### config.mk
export PLATFORM = sky130hd
export DESIGN_NAME = serial_adder
export DESIGN_NICKNAME = d
export VERILOG_FILES = /design/src/rtl/serial_adder.sv
export SDC_FILE = /design/constraint.sdc
export NUM_CORES = 1
export LEC_CHECK = 0
export ABC_CLOCK_PERIOD_IN_PS = 1500
export CORE_ASPECT_RATIO = 1.2
export CORE_MARGIN = 5
export CORE_UTILIZATION = 50
export DETAILED_ROUTE_END_ITERATION = 7
export PLACE_DENSITY = 0.78
export REMOVE_ABC_BUFFERS = 1
export SLEW_MARGIN = 20
export SYNTH_ARGS = -nofsm -noshare
export SYNTH_HDL_FRONTEND = slang
export SYNTH_SLANG_ARGS = --single-unit
### constraint.sdc
create_clock -name clk_i -period 1.5 [get_ports clk_i]
set_clock_uncertainty 0.05 [all_clocks]
set_input_delay 0.375 -clock clk_i [delete_from_list [all_inputs] [get_ports clk_i]]
set_output_delay 0.375 -clock clk_i [all_outputs]
set_load 0.005 [all_outputs]
### src/rtl/serial_adder.sv
// serial_adder: bit-serial adder built from one full-adder cell and a carry
// flip-flop. Operands are captured on the accepting edge and added LSB-first,
// one bit per clock. The WIDTH-bit sum and the carry-out are published together
// on the last RUN edge, and done pulses for one cycle after that edge.
//
// state | meaning
// ------+-----------------------------------------------------------
// IDLE  | waiting for start_i; operands captured on the accepting edge
// RUN   | one full-adder evaluation per cycle, LSB first
// DONE  | result published; done_o high for this single cycle
module serial_adder #(
  parameter int WIDTH = 8
) (
  input  logic             clk_i,
  input  logic             rst_i,
  input  logic             start_i,
  input  logic [WIDTH-1:0] a_i,
  input  logic [WIDTH-1:0] b_i,
  input  logic             cin_i,
  output logic             busy_o,
  output logic             done_o,
  output logic [WIDTH-1:0] sum_o,
  output logic             cout_o
);

  localparam int CW = $clog2(WIDTH);
  localparam logic [CW-1:0] CNT_LAST = CW'(WIDTH - 1);

  typedef enum logic [1:0] {
    S_IDLE = 2'd0,
    S_RUN  = 2'd1,
    S_DONE = 2'd2
  } state_t;

  state_t           state_q, state_d;
  logic [WIDTH-1:0] a_sr_q, a_sr_d;
  logic [WIDTH-1:0] b_sr_q, b_sr_d;
  logic [WIDTH-1:0] sum_sr_q, sum_sr_d;
  logic             carry_q, carry_d;
  logic [CW-1:0]    cnt_q, cnt_d;
  logic [WIDTH-1:0] sum_q, sum_d;
  logic             cout_q, cout_d;

  logic fa_s;
  logic fa_c;

  // The single shared full-adder cell, fed by the operand LSBs and the carry flop.
  always_comb begin
    fa_s = a_sr_q[0] ^ b_sr_q[0] ^ carry_q;
    fa_c = (a_sr_q[0] & b_sr_q[0]) | (a_sr_q[0] & carry_q) | (b_sr_q[0] & carry_q);
  end

  // State and datapath registers; reset discards any in-flight operation.
  always_ff @(posedge clk_i) begin
    if (rst_i) begin
      state_q  <= S_IDLE;
      a_sr_q   <= '0;
      b_sr_q   <= '0;
      sum_sr_q <= '0;
      carry_q  <= 1'b0;
      cnt_q    <= '0;
      sum_q    <= '0;
      cout_q   <= 1'b0;
    end else begin
      state_q  <= state_d;
      a_sr_q   <= a_sr_d;
      b_sr_q   <= b_sr_d;
      sum_sr_q <= sum_sr_d;
      carry_q  <= carry_d;
      cnt_q    <= cnt_d;
      sum_q    <= sum_d;
      cout_q   <= cout_d;
    end
  end

  // Next-state and datapath update; everything holds unless the state says otherwise.
  always_comb begin
    state_d  = state_q;
    a_sr_d   = a_sr_q;
    b_sr_d   = b_sr_q;
    sum_sr_d = sum_sr_q;
    carry_d  = carry_q;
    cnt_d    = cnt_q;
    sum_d    = sum_q;
    cout_d   = cout_q;

    unique case (state_q)
      S_IDLE: begin
        if (start_i) begin
          a_sr_d   = a_i;
          b_sr_d   = b_i;
          carry_d  = cin_i;
          sum_sr_d = '0;
          cnt_d    = '0;
          state_d  = S_RUN;
        end
      end
      S_RUN: begin
        a_sr_d   = {1'b0, a_sr_q[WIDTH-1:1]};
        b_sr_d   = {1'b0, b_sr_q[WIDTH-1:1]};
        sum_sr_d = {fa_s, sum_sr_q[WIDTH-1:1]};
        carry_d  = fa_c;
        cnt_d    = cnt_q + CW'(1);
        if (cnt_q == CNT_LAST) begin
          // The final bit lands in the MSB on this same edge, so publish the
          // shifted value directly rather than waiting a cycle.
          sum_d   = {fa_s, sum_sr_q[WIDTH-1:1]};
          cout_d  = fa_c;
          state_d = S_DONE;
        end
      end
      S_DONE: begin
        state_d = S_IDLE;
      end
      default: begin
        state_d = S_IDLE;
      end
    endcase
  end

  // Outputs come straight from flops or a decode of the state flop only.
  always_comb begin
    busy_o = (state_q == S_RUN);
    done_o = (state_q == S_DONE);
    sum_o  = sum_q;
    cout_o = cout_q;
  end

endmodule

==> summary.md, run 1 <==
| Metric | Value |
|---|---|
| Final Util | a little over two thirds |
| Die ar. | 0.00442 mm2 |
| Die Span Y | 71.9 um |
| CTS buffer count | 5 |
| H-tree Lvls | 2 |
| Hold_ws | 0.408 ns |
| Pins Over Slew Limit | 0 |
| Std cell rows | 22 |
| Max Buffers Root-to-Sink | 2 |
| Router iterations before antenna repair | 4 |
| Switching share of power | a little over a fifth |
| Final instance area | approximately 0.0022 mm2 |
| Most frequent cell after synthesis | dfxtp_1 |
| DRT iter0 DRCs | 47 |
| Fin nets | around 240 |
| Worst Setup Path Type | reg2out |
| Status | finished, final reports clean |
| Largest delay share family, worst path | flip-flops |
| Syn_area_per_cell | just over 9 um2 |
| Synthesis-to-layout area growth | 34.9% |
| Syn Inst Count | ~180 |
| Clock tree sinks | 38 |
| Core Area | approximately 0.003 mm2 |
| GRT Resource Usage Total | approximately 18% |
| Combinational power share | 11.8% |
| Static leakage | about 0.00091 uW |
| RSZ-0062 raised after global routing | true |
| Root Driver | clkbuf_4 |
| Worst path max stage delay | ~0.34 ns |
| Fmax | around 670 MHz |
| Drt drc | 0 |
| Die W | 61.6 um |
| Post-synth top area share | 47.7% |
| Yosys warns | 0 |
| Fraction of layout cells with a size suffix above 1 | between 20% and 30% |
| FF+latch area | 777 um2 |
| Drt wl/cell | 13.6 um |
| # setup viols final | 0 |
| Sequential cell area fraction in the yosys report | 47.7% |
| Reg clk slew, reported paths | around 0.11 ns |
| Ant. Diodes | 0 |
| FFs w/ async S/R, synth | 0% |
| Critical path peak fanout | 3 |
| DR vias/cell | roughly 5.3 |
| ANT nets after route | 0 |
| Cell Area, Synth | 0.00160 mm2 |
| Seq pwr share | between 40% and 50% |
| Area of the multi-input gates | roughly 750 um2 |
| Cell mode on critical path | buf_6 |
| P_int | roughly 1800 uW |
| Worst Tran Pin Value | around 0.22 ns |
| Cts-stage hold buffer count | 0 |
| Fillers | roughly 250 |
| Peak supply drop | about 930 uV |
| Max-Slew Margin vs Limit | a little under nine tenths |
| Yosys top cell by area | dfxtp_1 |
| Largest net degree at the start of global routing | 39 |
| Buf/Inv on CP | 3 |
| Worst endpoint required time | between 1 and 1.5 ns |
| Top cells by count, synth | dfxtp_1 (38), nor2_1 (29), a21oi_1 (18) |
| CP Capture Type | output pin |
| Pwr Density | 1050 mW/mm2 |
| Final Hold Fails | 0 |
| Setup crit start kind | flip-flop |
| Number of flops mapped to enable cells by yosys | 0 |
| Final Cycle Share | about 100% |
| Vias | ~1.3k |
| IO buf count | 30 |
| Dpl hpwl | 2.48 mm |
| Top-level port count | 31 |
| CTS tree | yes |
| Worst-path cell chain | buf_6 > nand2b_4 > inv_2 > buf_6 |
| Synth top area cells | dfxtp_1 (48%), mux2i_1 (7.5%), nor2_1 (6.8%), a21oi_1 (5.6%), a211oi_1 (5.6%) |
| Ys flop type | dfxtp_1 |
| Minimum clock period | roughly 1.5 ns |
| Overflow after GRT | 0 |
| Post-synthesis cell type count | 28 |
| Placed inst area | 0.00199 mm2 |
| Arrival @ worst endpoint | around 1.1 ns |
| Worst skew pair latency | roughly 0.34 ns |
| Max-cap violations | 0 |
| Final wirelength | about 3.4 mm |
| Gp weighted congestion | about 0.8 |
| Slowest-stage cell, CP | dfxtp_2 |
| Hold Crit Class | reg2reg |
| Initial antenna violation count | 0 |
| Starting Density | 52.2% |
| P_sw | around 490 uW |
| First-pass GRT wire length | roughly 6.0 mm |
| Flops & latches, synth | 38 |
| Clock power frac | 39.9% |
| Vias in the first global route | roughly 1.4k |
-- sequential cells by signal, indices dropped and copies added (netlist names) --
name,flops
state_q,2
sum_o,8
sum_sr_q,7
a_sr_q,8
cout_o,1
b_sr_q,8
carry_q,1
cnt_q,3
-- timing repair --
action / 4_1_cts / 5_1_grt
buffers inserted: 3 / 2
gates resized for setup: 30 / 1
endpoints found under the setup margin: 11 / 12
pin swaps: 0 / 1
-- cell usage in the layout (no fill, tap or decap), types with 2 or more instances in the layout --
cell and instances:
nor2_1 29, dfxtp_1 27, clkdlybuf4s50_1 19, a21oi_1 18
buf_4 14, mux2i_1 12, a211oi_1 12, dfxtp_2 10
a22oi_1 9, nand3_1 9, nand2_1 9, dlygate4sd2_1 9
inv_1 5, clkbuf_4 5, o221a_2 3, nand2b_4 2
or3b_1 2, ha_1 2, bufinv_16 2, buf_6 2
buf_12 2
-- worst min-delay path, stage by stage (launching register included) --
cell and delay (ns):
dfxtp_2 0.33, nand2_1 0.05, a21oi_1 0.05
-- cell type report --
cell class,instances,share of cell area (%)
Inverter,6,1.05
Timing Repair Buffer,47,20.8
Sequential cell,38,36.1
Multi-Input combinational cell,117,34.8
Tap cell,36,2.09
Clock inverter,2,2.79
Clock buffer,6,2.38
-- path summary, 6_finish.rpt --
check	startpoint	endpoint	slack, ns	cells past startpoint
hold / removal	sum_o[6]	sum_o[6]	0.41	2
hold reg to reg	sum_o[6]	sum_o[6]	0.41	2
setup / recovery	state_q[1]	busy_o	0.004	4
setup reg to reg	state_q[1]	a_sr_q[0]	0.07	6
-- per-layer routing --
metal	vias to the layer above	routed length (um)	track usage [%]
li1	693	-	-
met1	619	1460	20.4
met2	31	1750	30.2
met3	4	169	4.68
met4	0	42	7.08
met5	-	0	0
-- kinds of logic after synthesis --
kind of cell / after synthesis / share of synthesized area, %
and+or+nand+nor: 54 / 15.3
AOI/OAI and AO/OA: 48 / 20.9
DFF: 38 / 47.7
buffers and inverters: 20 / 5.80
muxes: 12 / 7.53
adders and majority gates: 3 / 2.82
-- stage by stage --
stage	total power (uW)	TNS, ns	worst slack, ns	instances
CTS	2270	-0.0166	-0.0166	250
global route	2340	-0.0789	-0.0422	252
detailed placement	1370	-4.44	-0.212	239
finish	2260	0	0.00381	252
global placement	1360	-3.61	-0.171	239
floorplan	1230	-6.60	-0.384	161
-- power by group through the flow --
stage	clock (uW)	sequential, uW	combinational (uW)
finish	901	1090	266
detailed placement	0	1110	263
global route	954	1090	296
floorplan	0	1110	126
CTS	917	1090	267
global placement	0	1110	253
No activity file was read; power rests on OpenSTA's default activity.
==> run 2, diff against run 1 <==
--- a/config.mk
+++ b/config.mk
@@ -5,14 +5,16 @@
 export SDC_FILE = /design/constraint.sdc
 export NUM_CORES = 1
 export LEC_CHECK = 0
+export ABC_AREA = 1
 export ABC_CLOCK_PERIOD_IN_PS = 1500
 export CORE_ASPECT_RATIO = 1.2
 export CORE_MARGIN = 5
-export CORE_UTILIZATION = 50
+export CORE_UTILIZATION = 51
 export DETAILED_ROUTE_END_ITERATION = 7
-export PLACE_DENSITY = 0.78
+export PLACE_DENSITY = 0.79
 export REMOVE_ABC_BUFFERS = 1
 export SLEW_MARGIN = 20
 export SYNTH_ARGS = -nofsm -noshare
 export SYNTH_HDL_FRONTEND = slang
 export SYNTH_SLANG_ARGS = --single-unit
+export TNS_END_PERCENT = 20
==> run 2 against run 1 <==
Against the previous run: the run now ends with negative setup slack left; flip-flop and latch count unchanged; synthesized cell count rose by 33%; final cell count up 23%; non-clock buffer count down 2; clock power is 24% lower; critical path type unchanged.
==> summary.md, run 2 <==
| Metric | Value |
|---|---|
| Final Instance Count excl. Fillers | 311 (+23%) |
| Dpl hpwl | 2.46 mm (-0.81%) |
| Synthesis-to-layout area growth | 30.2% |
| Vias | 1,539 (+14%) |
| Final wirelength | 3.57 mm (+4.5%) |
| R2R depth | 7 (+1) |
| DR vias/cell | 4.95 (-7.4%) |
| ANT nets after route | 0 (unchanged) |
| Combinational power share | 12.9% (+1.1 points) |
| Syn_area_per_cell | 7.10 um2 (-22%) |
| Cells after DPL | 303 (+27%) |
| Largest net degree at the start of global routing | 23 (-41%) |
| Worst Tran Pin Value | 0.253 ns (+0.0330 ns) |
| CTS tree | yes |
| Max Buffers Root-to-Sink | 2 (unchanged) |
| Critical path peak fanout | 3 (unchanged) |
| CP Capture Type | output pin |
| Final instance area | 0.00215 mm2 (-0.29%) |
| Fmax | 665 MHz (-0.48%) |
| Flops & latches, synth | 38 (unchanged) |
| Hold-critical path depth | 2 (unchanged) |
| First-pass GRT wire length | 6.18 mm (+3.6%) |
| Ys flop type | dfxtp_1 |
| Router iterations before antenna repair | 4 (unchanged) |
| Reg clk slew, reported paths | 0.11 ns (about the same) |
| Pwr Density | 942 mW/mm2 (-10%) |
| Arrival @ worst endpoint | 1.08 ns (about the same) |
| GRT Resource Usage Total | 18.1% (+0.35 points) |
| Hold Crit Class | reg2reg |
| P_int | 1520 uW (-14%) |
| Post-synthesis cell type count | 19 (-32%) |
| Die Span Y | 72.3 um (+0.54%) |
| Setup crit start kind | flip-flop |
| Static leakage | 0.00104 uW (+15%) |
| Most common cell after layout, fill and taps aside | nand2_1 |
| Vias in the first global route | 1,458 (+3.6%) |
| Top-level port count | 31 (unchanged) |
| Starting Density | 53.4% (+1.2 points) |
| CTS buffer count | 5 (unchanged) |
| Synth top area cells | dfxtp_1 (46%), nand2_1 (10%), nor2_1 (8.7%), a21oi_1 (7.0%), inv_1 (6.6%) |
| Minimum clock period | 1.50 ns (+0.00727 ns) |
| Yosys top cell by area | dfxtp_1 |
| Power, Total | 2020 uW (-10%) |
| Die ar. | 0.00447 mm2 (+1.1%) |
| Max-Slew Margin vs Limit | 83.1% (-2.2 points) |
| P_sw | 498 uW (+1.1%) |
| Setup WS post-layout | -0.00346 ns (-0.00727 ns) |
| Pins Over Slew Limit | 0 (unchanged) |
| Commonest non-fill, non-tap cells in the layout | nand2_1 (44), nor2_1 (36), inv_1 (29), dfxtp_1 (28), a21oi_1 (23) |
| Worst endpoint required time | 1.07 ns (about the same) |
| Fraction of layout cells with a size suffix above 1 | 16.7% (-4.1 points) |
| Number of flops mapped to enable cells by yosys | 0 (unchanged) |
| Final setup TNS | -0.00346 ns (-0.00346 ns) |
| Cell Area, Synth | 0.00165 mm2 (+3.3%) |
| Drt wl/cell | 11.5 um (-15%) |
| Clock tree sinks | 38 (unchanged) |
| Fin nets | 297 (+25%) |
| Sequential cell area fraction in the yosys report | 46.2% (-1.5 points) |
| Seq pwr share | 53.0% (+4.7 points) |
| Placed inst area | 0.00206 mm2 (+3.6%) |
| Failing checks | negative setup slack |
| Status | complete, but fails checks |
| Std cell rows | 22 (unchanged) |
| Final Util | 69.6% (-0.83 points) |
| Initial antenna violation count | 0 (unchanged) |
| # setup viols final | 1 (+1) |
| Ant. Diodes | 0 (unchanged) |
| Max-cap violations | 0 (unchanged) |
| Syn Inst Count | 232 (+33%) |
| DRT iter0 DRCs | 72 (+53%) |
| Overflow after GRT | 0 (unchanged) |
| RSZ-0062 raised after global routing | true |
| Yosys warns | 0 (unchanged) |
| Core Area | 0.00308 mm2 (+0.90%) |
| Final Hold Fails | 0 (unchanged) |
| IO buf count | 30 (unchanged) |
| Post-synth top area share | 46.2% (-1.5 points) |
| Worst skew pair latency | 0.35 ns (about the same) |
| Root Driver | clkbuf_4 |
| Worst Setup Path Type | reg2out |
| Fillers | 263 (+6.9%) |
| Top cells by count, synth | nand2_1 (45), dfxtp_1 (38), nor2_1 (38) |
| Peak supply drop | 760 uV (-18%) |
| Setup Buffers After CTS | 0 (-3) |
| Switching share of power | 24.6% (+2.8 points) |
| Most frequent cell after synthesis | nand2_1 |
| FFs w/ async S/R, synth | 0% (unchanged) |
| Die W | 61.9 um (+0.53%) |
| Clock power frac | 34.0% (-5.9 points) |
| Final Cycle Share | 100% (+0.48 points) |
| H-tree Lvls | 2 (unchanged) |
| Gp weighted congestion | 0.795 (+2.1%) |
| Drt drc | 0 (unchanged) |
-- run 2: changes by cell type after synthesis, sizes merged, moves of 6 or more --
cell	previous run	this run
o21ai	2	17
a22oi	9	0
inv	6	31
nor2	29	39
mux2i	12	0
nand2	9	48
a21oi	18	24
a211oi	12	0
nand3	9	21
-- run 2: layout make-up --
cell class / count / area [um2] / area share, %
clock buffers: 5 / 37.5 / 1.75
clock inverters: 3 / 40.0 / 1.87
inverters: 32 / 123 / 5.71
multi-input cells: 152 / 713 / 33.2
flip-flops and latches: 38 / 773 / 36.0
well taps: 36 / 45.0 / 2.10
repair buffers: 45 / 414 / 19.3
-- run 2: routing by layer --
layer  vias to the layer above  wire, um  global-route usage [%]
met5                         -         0                       0
met4                         0        51                    5.66
met3                         7       175                    4.09
met2                        31      1730                    31.1
met1                       693      1620                    21.7
li1                        808         -                       -
-- run 2: critical path, stage by stage (launching register included) --
cell and delay [ns]:
dfxtp_2 0.36, inv_1 0.05, nor2_2 0.11, clkdlybuf4s15_2 0.22
-- run 2: path summary, 6_finish.rpt --
check              to       start  slack, ns
min reg2reg    cout_o      cout_o       0.42
max reg2reg  sum_o[0]    cnt_q[0]       0.12
max            busy_o  state_q[0]     -0.003
min            cout_o      cout_o       0.42
-- run 2: metrics by stage --
step / worst slack [ns] / hold slack, ns
2_1_floorplan: 0.0835 / 0.380
3_3_place_gp: -0.0920 / 0.395
3_5_place_dp: -0.125 / 0.403
4_1_cts: -0.119 / 0.424
5_1_grt: -0.0443 / 0.434
6_report: -0.00346 / 0.421
-- run 2: logic make-up after synthesis --
group	Yosys count	synth area share [%]
AND/OR/NAND/NOR	108	27.4
buffers and inverters	42	11.0
adder cells (fa/ha/maj)	3	2.73
AO/OA/AOI/OAI	41	12.7
flip-flops	38	46.2
-- run 2: power by group through the flow --
stage                     clock network [uW]  registers [uW]  logic, uW
after floorplan                            0            1090        131
after global placement                     0            1090        259
after detailed placement                   0            1100        260
after CTS                                708            1070        263
after global routing                     738            1080        297
final                                    688            1070        261
-- run 2: timing repair --
action / in CTS / in global routing
resized for setup: 28 / 3
gates cloned: 0 / 0
endpoints found under the setup margin: 12 / 8
pin swaps: 0 / 0
hold buffers: 0 / 0
